===== src/rtl/bus_arbiter.sv =====
// -----------------------------------------------------------------------------
// bus_arbiter
//
// Two-master arbiter for the shared slave data bus. Master 0 is the CPU bus
// interface and master 1 is a secondary master such as DMA or debug. Ownership
// alternates round-robin. An optional hold timeout stops one master from
// keeping the bus indefinitely while the other master is waiting.
//
// Parameters
//   MAX_HOLD     Cycles an owner may hold the bus while the other master is
//                requesting. 0 disables preemption. Legal range is 0..255.
//
// Ports
//   clk          clock
//   rst          asynchronous reset, active low
//   m0_*         master 0: bus_req in, bus_grant out, addr/wr/rd/data in
//   m1_*         master 1: same set of signals as master 0
//   s_addr/s_wr/s_rd/s_data
//                slave bus, driven by the current owner; all zero when idle
//   bus_owner    one-hot owner {m1,m0}; 00 means the bus is idle
//
// Slave read data goes straight back to the masters and does not pass
// through this block.
// -----------------------------------------------------------------------------
module bus_arbiter #(
    parameter int MAX_HOLD = 16
) (
    input  logic       clk,
    input  logic       rst,
    input  logic       m0_bus_req,
    output logic       m0_bus_grant,
    input  logic [7:0] m0_addr,
    input  logic       m0_wr,
    input  logic       m0_rd,
    input  logic [7:0] m0_data,
    input  logic       m1_bus_req,
    output logic       m1_bus_grant,
    input  logic [7:0] m1_addr,
    input  logic       m1_wr,
    input  logic       m1_rd,
    input  logic [7:0] m1_data,
    output logic [7:0] s_addr,
    output logic       s_wr,
    output logic       s_rd,
    output logic [7:0] s_data,
    output logic [1:0] bus_owner
);

    // One-hot state encoding. Each grant is a state flop bit, so the grants
    // come straight from registers and can never glitch high together.
    typedef enum logic [1:0] {
        IDLE = 2'b00,
        OWN0 = 2'b01,
        OWN1 = 2'b10
    } state_t;

    localparam bit         PREEMPT_EN = (MAX_HOLD != 0);
    localparam logic [7:0] HOLD_LAST  = PREEMPT_EN ? 8'(MAX_HOLD - 1) : 8'd0;

    state_t     state_reg, state_next;
    logic       last_owner_reg, last_owner_next;   // 0 = m0, 1 = m1
    logic [7:0] hold_cnt_reg, hold_cnt_next;
    logic       preempt;

    // Preemption fires only on the exact last allowed cycle. If the owner ran
    // past that point alone, the saturated counter never matches again.
    // In that case the owner keeps the bus until it releases it.
    assign preempt = PREEMPT_EN && m0_bus_req && m1_bus_req
                     && (hold_cnt_reg == HOLD_LAST);

    always_ff @(posedge clk or negedge rst) begin
        if (!rst) begin
            state_reg      <= IDLE;
            last_owner_reg <= 1'b1;     // makes master 0 win the first contention
            hold_cnt_reg   <= 8'd0;
        end else begin
            state_reg      <= state_next;
            last_owner_reg <= last_owner_next;
            hold_cnt_reg   <= hold_cnt_next;
        end
    end

    always_comb begin
        state_next      = state_reg;
        last_owner_next = last_owner_reg;
        hold_cnt_next   = hold_cnt_reg;

        case (state_reg)
            IDLE: begin
                if (m0_bus_req && m1_bus_req)
                    state_next = last_owner_reg ? OWN0 : OWN1;
                else if (m0_bus_req)
                    state_next = OWN0;
                else if (m1_bus_req)
                    state_next = OWN1;
            end
            OWN0: begin
                if (!m0_bus_req && m1_bus_req)
                    state_next = OWN1;          // direct handoff, no idle gap
                else if (!m0_bus_req)
                    state_next = IDLE;
                else if (preempt)
                    state_next = OWN1;
            end
            OWN1: begin
                if (!m1_bus_req && m0_bus_req)
                    state_next = OWN0;
                else if (!m1_bus_req)
                    state_next = IDLE;
                else if (preempt)
                    state_next = OWN0;
            end
            default: state_next = IDLE;
        endcase

        // Update tenure bookkeeping from the chosen transition.
        if (state_next == IDLE) begin
            hold_cnt_next = 8'd0;
        end else if (state_next != state_reg) begin
            hold_cnt_next   = 8'd0;
            last_owner_next = (state_next == OWN1);
        end else if (hold_cnt_reg != 8'hFF) begin
            hold_cnt_next = hold_cnt_reg + 8'd1;
        end
    end

    assign m0_bus_grant = state_reg[0];
    assign m1_bus_grant = state_reg[1];
    assign bus_owner    = {m1_bus_grant, m0_bus_grant};

    // Slave bus mux. The select comes from registered state, so an ungranted
    // master cannot reach the slaves, whatever it drives.
    always_comb begin
        s_addr = 8'd0;
        s_wr   = 1'b0;
        s_rd   = 1'b0;
        s_data = 8'd0;
        case (state_reg)
            OWN0: begin
                s_addr = m0_addr;
                s_wr   = m0_wr;
                s_rd   = m0_rd;
                s_data = m0_data;
            end
            OWN1: begin
                s_addr = m1_addr;
                s_wr   = m1_wr;
                s_rd   = m1_rd;
                s_data = m1_data;
            end
            default: ;
        endcase
    end

endmodule

===== config.mk =====
export PLATFORM = sky130hd
export DESIGN_NAME = bus_arbiter
export DESIGN_NICKNAME = d
export VERILOG_FILES = /design/src/rtl/bus_arbiter.sv
export SDC_FILE = /design/constraint.sdc
export NUM_CORES = 1
export LEC_CHECK = 0
export BUFFER_PORTS_ARGS = -buffer_cell sky130_fd_sc_hd__buf_4
export CAP_MARGIN = 20
export CELL_PAD_IN_SITES_DETAIL_PLACEMENT = 1
export CELL_PAD_IN_SITES_GLOBAL_PLACEMENT = 1
export CORE_MARGIN = 2
export CORE_UTILIZATION = 31
export DETAILED_ROUTE_END_ITERATION = 16
export HOLD_SLACK_MARGIN = 0.05
export PLACE_DENSITY = 0.92
export SLEW_MARGIN = 20
export SYNTH_ARGS = -nofsm -noshare
export SYNTH_HDL_FRONTEND = slang
export SYNTH_SLANG_ARGS = --single-unit

===== constraint.sdc =====
create_clock -name clk -period 2.38 [get_ports clk]
set_input_delay 0.238 -clock clk [delete_from_list [all_inputs] [get_ports clk]]
set_output_delay 0.238 -clock clk [all_outputs]
set_load 0.005 [all_outputs]

Yosys cells after proc, flatten, opt, wreduce, memory -nomap -nowiden
Cells that the tools add are included.
{ "totals": {"register_bits": 11, "in_bits": 40, "out_inout_bits": 22, "elab_cells": 39} }
{ "classes": {"n_addsub": 1, "eq_ne": 6, "muxes": 18, "bitwise_logic": 1, "n_reduce_logical": 10} }
{ "op_table": {"columns": ["operator", "n"], "rows": [
  ["$pmux W8 S2", 2],
  ["$mux W8", 3],
  ["$mux W2", 10],
  ["$add A8 B1 Y8 const B", 1],
  ["$eq A8 B4 Y1 const B", 1],
  ["$ne A8 B8 Y1 const B", 1],
  ["$pmux W2 S3", 1],
  ["$eq A2 B2 Y1 const B", 2],
  ["$logic_and A1 B1 Y1", 4],
  ["$logic_not A2 Y1", 2],
  ["$pmux W1 S2", 2],
  ["$reduce_bool A3 Y1", 1],
  ["$eq A2 B1 Y1 const B", 1],
  ["$logic_not A1 Y1", 2],
  ["$ne A2 B2 Y1", 1],
  ["$reduce_and A2 Y1", 1],
  ["$not A1 Y1", 1]
]} }

Logic depth before layout (Yosys ltp)
{ "depth": {"word_depth": 9, "ltp_mapped": 8, "mapped_depth_nobuf": 8} }

Worst setup path after synthesis
OpenSTA, ideal clock, no wires.
{ "synth_path": {"path_kind": "reg2reg", "from": "register state_reg[0], in the netlist bus_owner[0]", "to": "register hold_cnt_reg[0]", "setup_ns": 0.131, "arrival_ns": 1.945, "required_time_ns": 2.249, "slack_ns": 0.304, "stages_incl_launch_ff": 9, "n_path_buf": 0, "period_less_slack_ns": 2.076, "path_cell_list": "dfrtp_1 > inv_1 > ha_1 > and2_1 > a221o_1 > a311o_1 > and2_4 > o21ai_4 > a21oi_1"} }
{ "synth_between": {"elab_chain_cells": 7, "word_cells_on_any_way": 18, "cone_classes": "3 x eq/ne; 12 x mux; 3 x reduce/logical"} }
{ "synth_rtl": {"columns": ["item", "line_no", "source"], "rows": [
  ["from (decl)", "60", "state_t state_reg, state_next;"],
  ["from (signal assigned)", "77", "state_reg <= state_next;"],
  ["$mux W2 (on tied branches)", "110, 102, 94", null],
  ["$mux W2 (on tied branches)", "108, 100, 92", null],
  ["$mux W2 (on tied branches)", "106, 90, 98", null],
  ["$pmux W2 S3 *", "88", "case (state_reg)"],
  ["named net state_next[0]", "60", null],
  ["$ne A2 B2 Y1", "119", "end else if (state_next != state_reg) begin"],
  ["$mux W8", "119", null],
  ["$mux W8", "117", "if (state_next == IDLE) begin"],
  ["to (signal assigned)", "79", "hold_cnt_reg <= hold_cnt_next;"],
  ["to (decl)", "62", "logic [7:0] hold_cnt_reg, hold_cnt_next;"]
]} }
The timed path passes the listed nets; every way through them passes the cells marked *.
A chain may end at the register's enable or synchronous reset.

Worst setup path in the final report
{ "layout_path": {"from": "register hold_cnt_reg[0]", "to": "register hold_cnt_reg[4]"} }
{ "layout_between": {"elab_chain_cells": 9, "word_cells_on_any_way": 17, "cone_classes": "1 x add/sub; 3 x eq/ne; 10 x mux; 3 x reduce/logical"} }
{ "layout_rtl": {"columns": ["item", "line_no", "source"], "rows": [
  ["$eq A8 B4 Y1 *", "69", "&& (hold_cnt_reg == HOLD_LAST);"],
  ["$logic_and A1 B1 Y1 *", "69", null],
  ["$mux W2 (on tied branches)", "110, 102", null],
  ["$mux W2 (on tied branches)", "108, 100", null],
  ["$mux W2 (on tied branches)", "106, 98", null],
  ["$pmux W2 S3 *", "88", null],
  ["named net state_next[0]", "60", null],
  ["$ne A2 B2 Y1", "119", null],
  ["$mux W8", "119", null],
  ["$mux W8", "117", null]
]} }
The timed path passes the listed nets; every way through them passes the cells marked *. The select of a mux whose other input is x is not followed.

==> impl_metrics.yaml <==
worst_setup_path:
  r2r_start: "hold_cnt_reg[0]"
  cpPeakStageDelay_ns: 0.42
  crit_chain: "ha_1 -> and3_1 -> and3_1 -> a311o_1 -> and2_4 -> o21ai_4 -> a21oi_1"
  cp_max_fo: 8
  worst_path_max_delay_cell: "a311o_1"
  cp-endpoint: "hold_cnt_reg[4]"
  arrival_ns: 2.25
  crit_path_start_kind: "register"
  critPathBufInv: 0
  cp_top_family: "simple AND/OR/NAND/NOR gates"
  reg2reg_depth: 7
  crit_required_ns: 2.53
  crit_cells: 7
  cpMostUsedCell: "and3_1"
  end_kind: "register"
  r2r_end: "hold_cnt_reg[4]"
  cp-startpoint: "hold_cnt_reg[0]"
  reg2reg_setup_slack_ns: 0.27
  crit_type: "reg2reg"
floorplan:
  die_h_um: 64.5
  core_mm2: 0.00342
  die_area_mm2: 0.00416
  num_rows: 21
  pin_count: 62
  die_w_um: 64.5
  start_util_pct: 33.2
routing:
  vias: 1320
  first_pass_iters: 4
  antenna_left: 0
  drc: 0
  initialDrtViolationCount: 74
  drt-wirelength-per-cell_um: 16.0
  drt-total-wl_mm: 3.91
  avgViaCountPerCell: 5.39
sta:
  relSlewSlack_pct: 63.5
  fmax_mhz: 475
  whs_ns: 0.337
  fin_tns_setup_ns: 0
  slew_violations: 0
  finClkSkew_ns: 0.00460
  finalHoldViolCount: 0
  grt_setup_unrepaired: "false"
  finalSetupViolCount: 0
  tightestPinTransition_ns: 0.546
  min_period_over_period_pct: 88.5
  finalCriticalPeriod_ns: 2.11
power:
  internal_power_uw: 854
  finalPower_uw: 1500
  netSwitchingPower_uw: 649
  ir_worst_vdd_mv: 0.343
  power_frac_comb_pct: 74.2
  seqPwrFrac_pct: 17.0
  clkPwrFrac_pct: 8.8
  power_density_mw_per_mm2: 904
  p_leak_uw: 0.000772
  p_sw_share_pct: 43.2
layout:
  fin_nets: 245
  drive_above_1_share_pct: 38.7
  multiInputGateArea_um2: 781
  largest_reg_flops: 8
  nFillCells: 446
  fin_util_pct: 48.6
  n_antenna_cell: 0
  area.sequential_um2: 277
  syn_to_final_growth_pct: 46.6
clocking:
  clock_path_buffers: 2
  root_buffer: "clkbuf_4"
  clk_pin_slew_ns: 0.07
  clk_latency_ns: 0.27
  clkSinkCount: 11
  postCtsSetupBuffers: 0
  cts_buffers: 3
  ctsResizeCount: 0
  htreeDepth: 1
  hold_buffers: 1
  cts_tree: "built"
logic_synthesis:
  syn_area_per_cell_um2: 8.16
  synth_edf_count: 0
  synth_top_cells_by_count: "18 x a22oi_1, 18 x nor2b_1, 10 x dfrtp_1"
  ys_types: 44
  synth_nets: 184
  synthesis.area_mm2: 0.00113
  ys.flop_type: "dfrtp_1"
  synthCells: 139
  ys_ff_latch: 11
  synth_top_area_share_pct: 22.1
  ys_seq_area_share_pct: 24.4
  yosysTopAreaCell: "dfrtp_1"
  synthArstFlopShare_pct: 100
  yosysWarningCount: 0
  netlist_top_cells_area: "dfrtp_1 22%, a22oi_1 12%, nor2b_1 9.9%"
placement:
  dp_hpwl_mm: 3.16
  io_buffer_count: 61
  routabilityCongestion: 0.759
job:
  maxCapViolCount: 0
global_routing:
  antenna_found_initial: 0
  grt_pass1_wl_mm: 6.18
  grt_pass1_vias: 1366
  grt_usage_pct: 18.7
  grt_max_degree: 21
  grt_overflow: 0
min_path:
  hold_path.class: "in2async"
status:
  outcome: "finished, final reports clean"
==> cells in the final DEF, fill, tap and decap left out, types with 2 or more instances in the layout <==
master	Yosys	final
nor2_1	7	7
a21boi_0	2	2
buf_4	2	65
nand2_1	4	4
o21ai_0	5	5
a22oi_1	18	18
mux2i_1	5	5
and3_1	4	4
nand3_1	6	6
clkbuf_4	0	3
dfrtp_1	10	10
nand2b_1	2	2
nor2b_1	18	18
a21oi_1	9	9
inv_1	6	6
a31oi_1	2	2
o211ai_1	2	2
ha_1	5	5
nor3_1	2	2
==> per-stage QoR <==
step	instances	worst slack (ns)	area, µm²
global placement	240	0.357	1630
global route	245	0.121	1660
finish	245	0.273	1660
detailed placement	240	0.308	1630
CTS	245	0.287	1660
floorplan	139	0.304	1130
==> final cells by class <==
type | instances | area share, %
timing repair buffer | 66 | 30.0
multi-input combinational | 112 | 47.0
clock buffer | 4 | 1.58
inverter | 6 | 1.36
sequential | 11 | 16.6
tap | 46 | 3.46
==> routing by layer <==
metal	global-route usage, %	vias up	routed length (µm)
li1	-	632	-
met4	5.85	0	42
met1	22.4	661	1630
met3	1.22	5	92
met2	35.4	22	2150
met5	0	-	0
==> worst min path at each step <==
| stage | startpoint | end | slack [ns] | cells past startpoint |
|---|---|---|---|---|
| after floorplan | rst | bus_owner[0] | -0.06 | 0 |
| after global placement | rst | hold_cnt_reg[7] | 0.08 | 1 |
| after detailed placement | rst | hold_cnt_reg[2] | 0.08 | 1 |
| after CTS | rst | hold_cnt_reg[3] | 0.32 | 2 |
| after global routing | rst | bus_owner[1] | 0.35 | 2 |
| final | rst | hold_cnt_reg[3] | 0.34 | 2 |
==> kinds of logic (layout without fill, tap and decap cells) <==
group           count (synthesis)  after routing  share of synthesized area, %
xor+xnor                        1              1                         0.773
simple gates                   53             53                          27.3
flops                          11             11                          24.4
mux                             6              6                          5.41
compound gates                 47             47                          29.9
fa+ha+maj                       5              5                          5.52
buf+inv                        16             76                          6.73
==> worst register-to-register path, cell delays in order (launching register included) <==
cell	delay (ns)
dfrtp_1	0.40
ha_1	0.26
and3_1	0.25
and3_1	0.24
a311o_1	0.42
and2_4	0.20
o21ai_4	0.10
a21oi_1	0.11
==> power by group through the flow <==
| stage | Clock (µW) | Combinational [µW] | Sequential, µW |
|---|---|---|---|
| 2_1_floorplan | 0 | 660 | 275 |
| 3_3_place_gp | 0 | 1090 | 255 |
| 3_5_place_dp | 0 | 1120 | 260 |
| 4_1_cts | 134 | 1130 | 256 |
| 5_1_grt | 145 | 1220 | 262 |
| 6_report | 132 | 1120 | 256 |
No activity file was read; power rests on OpenSTA's default activity.
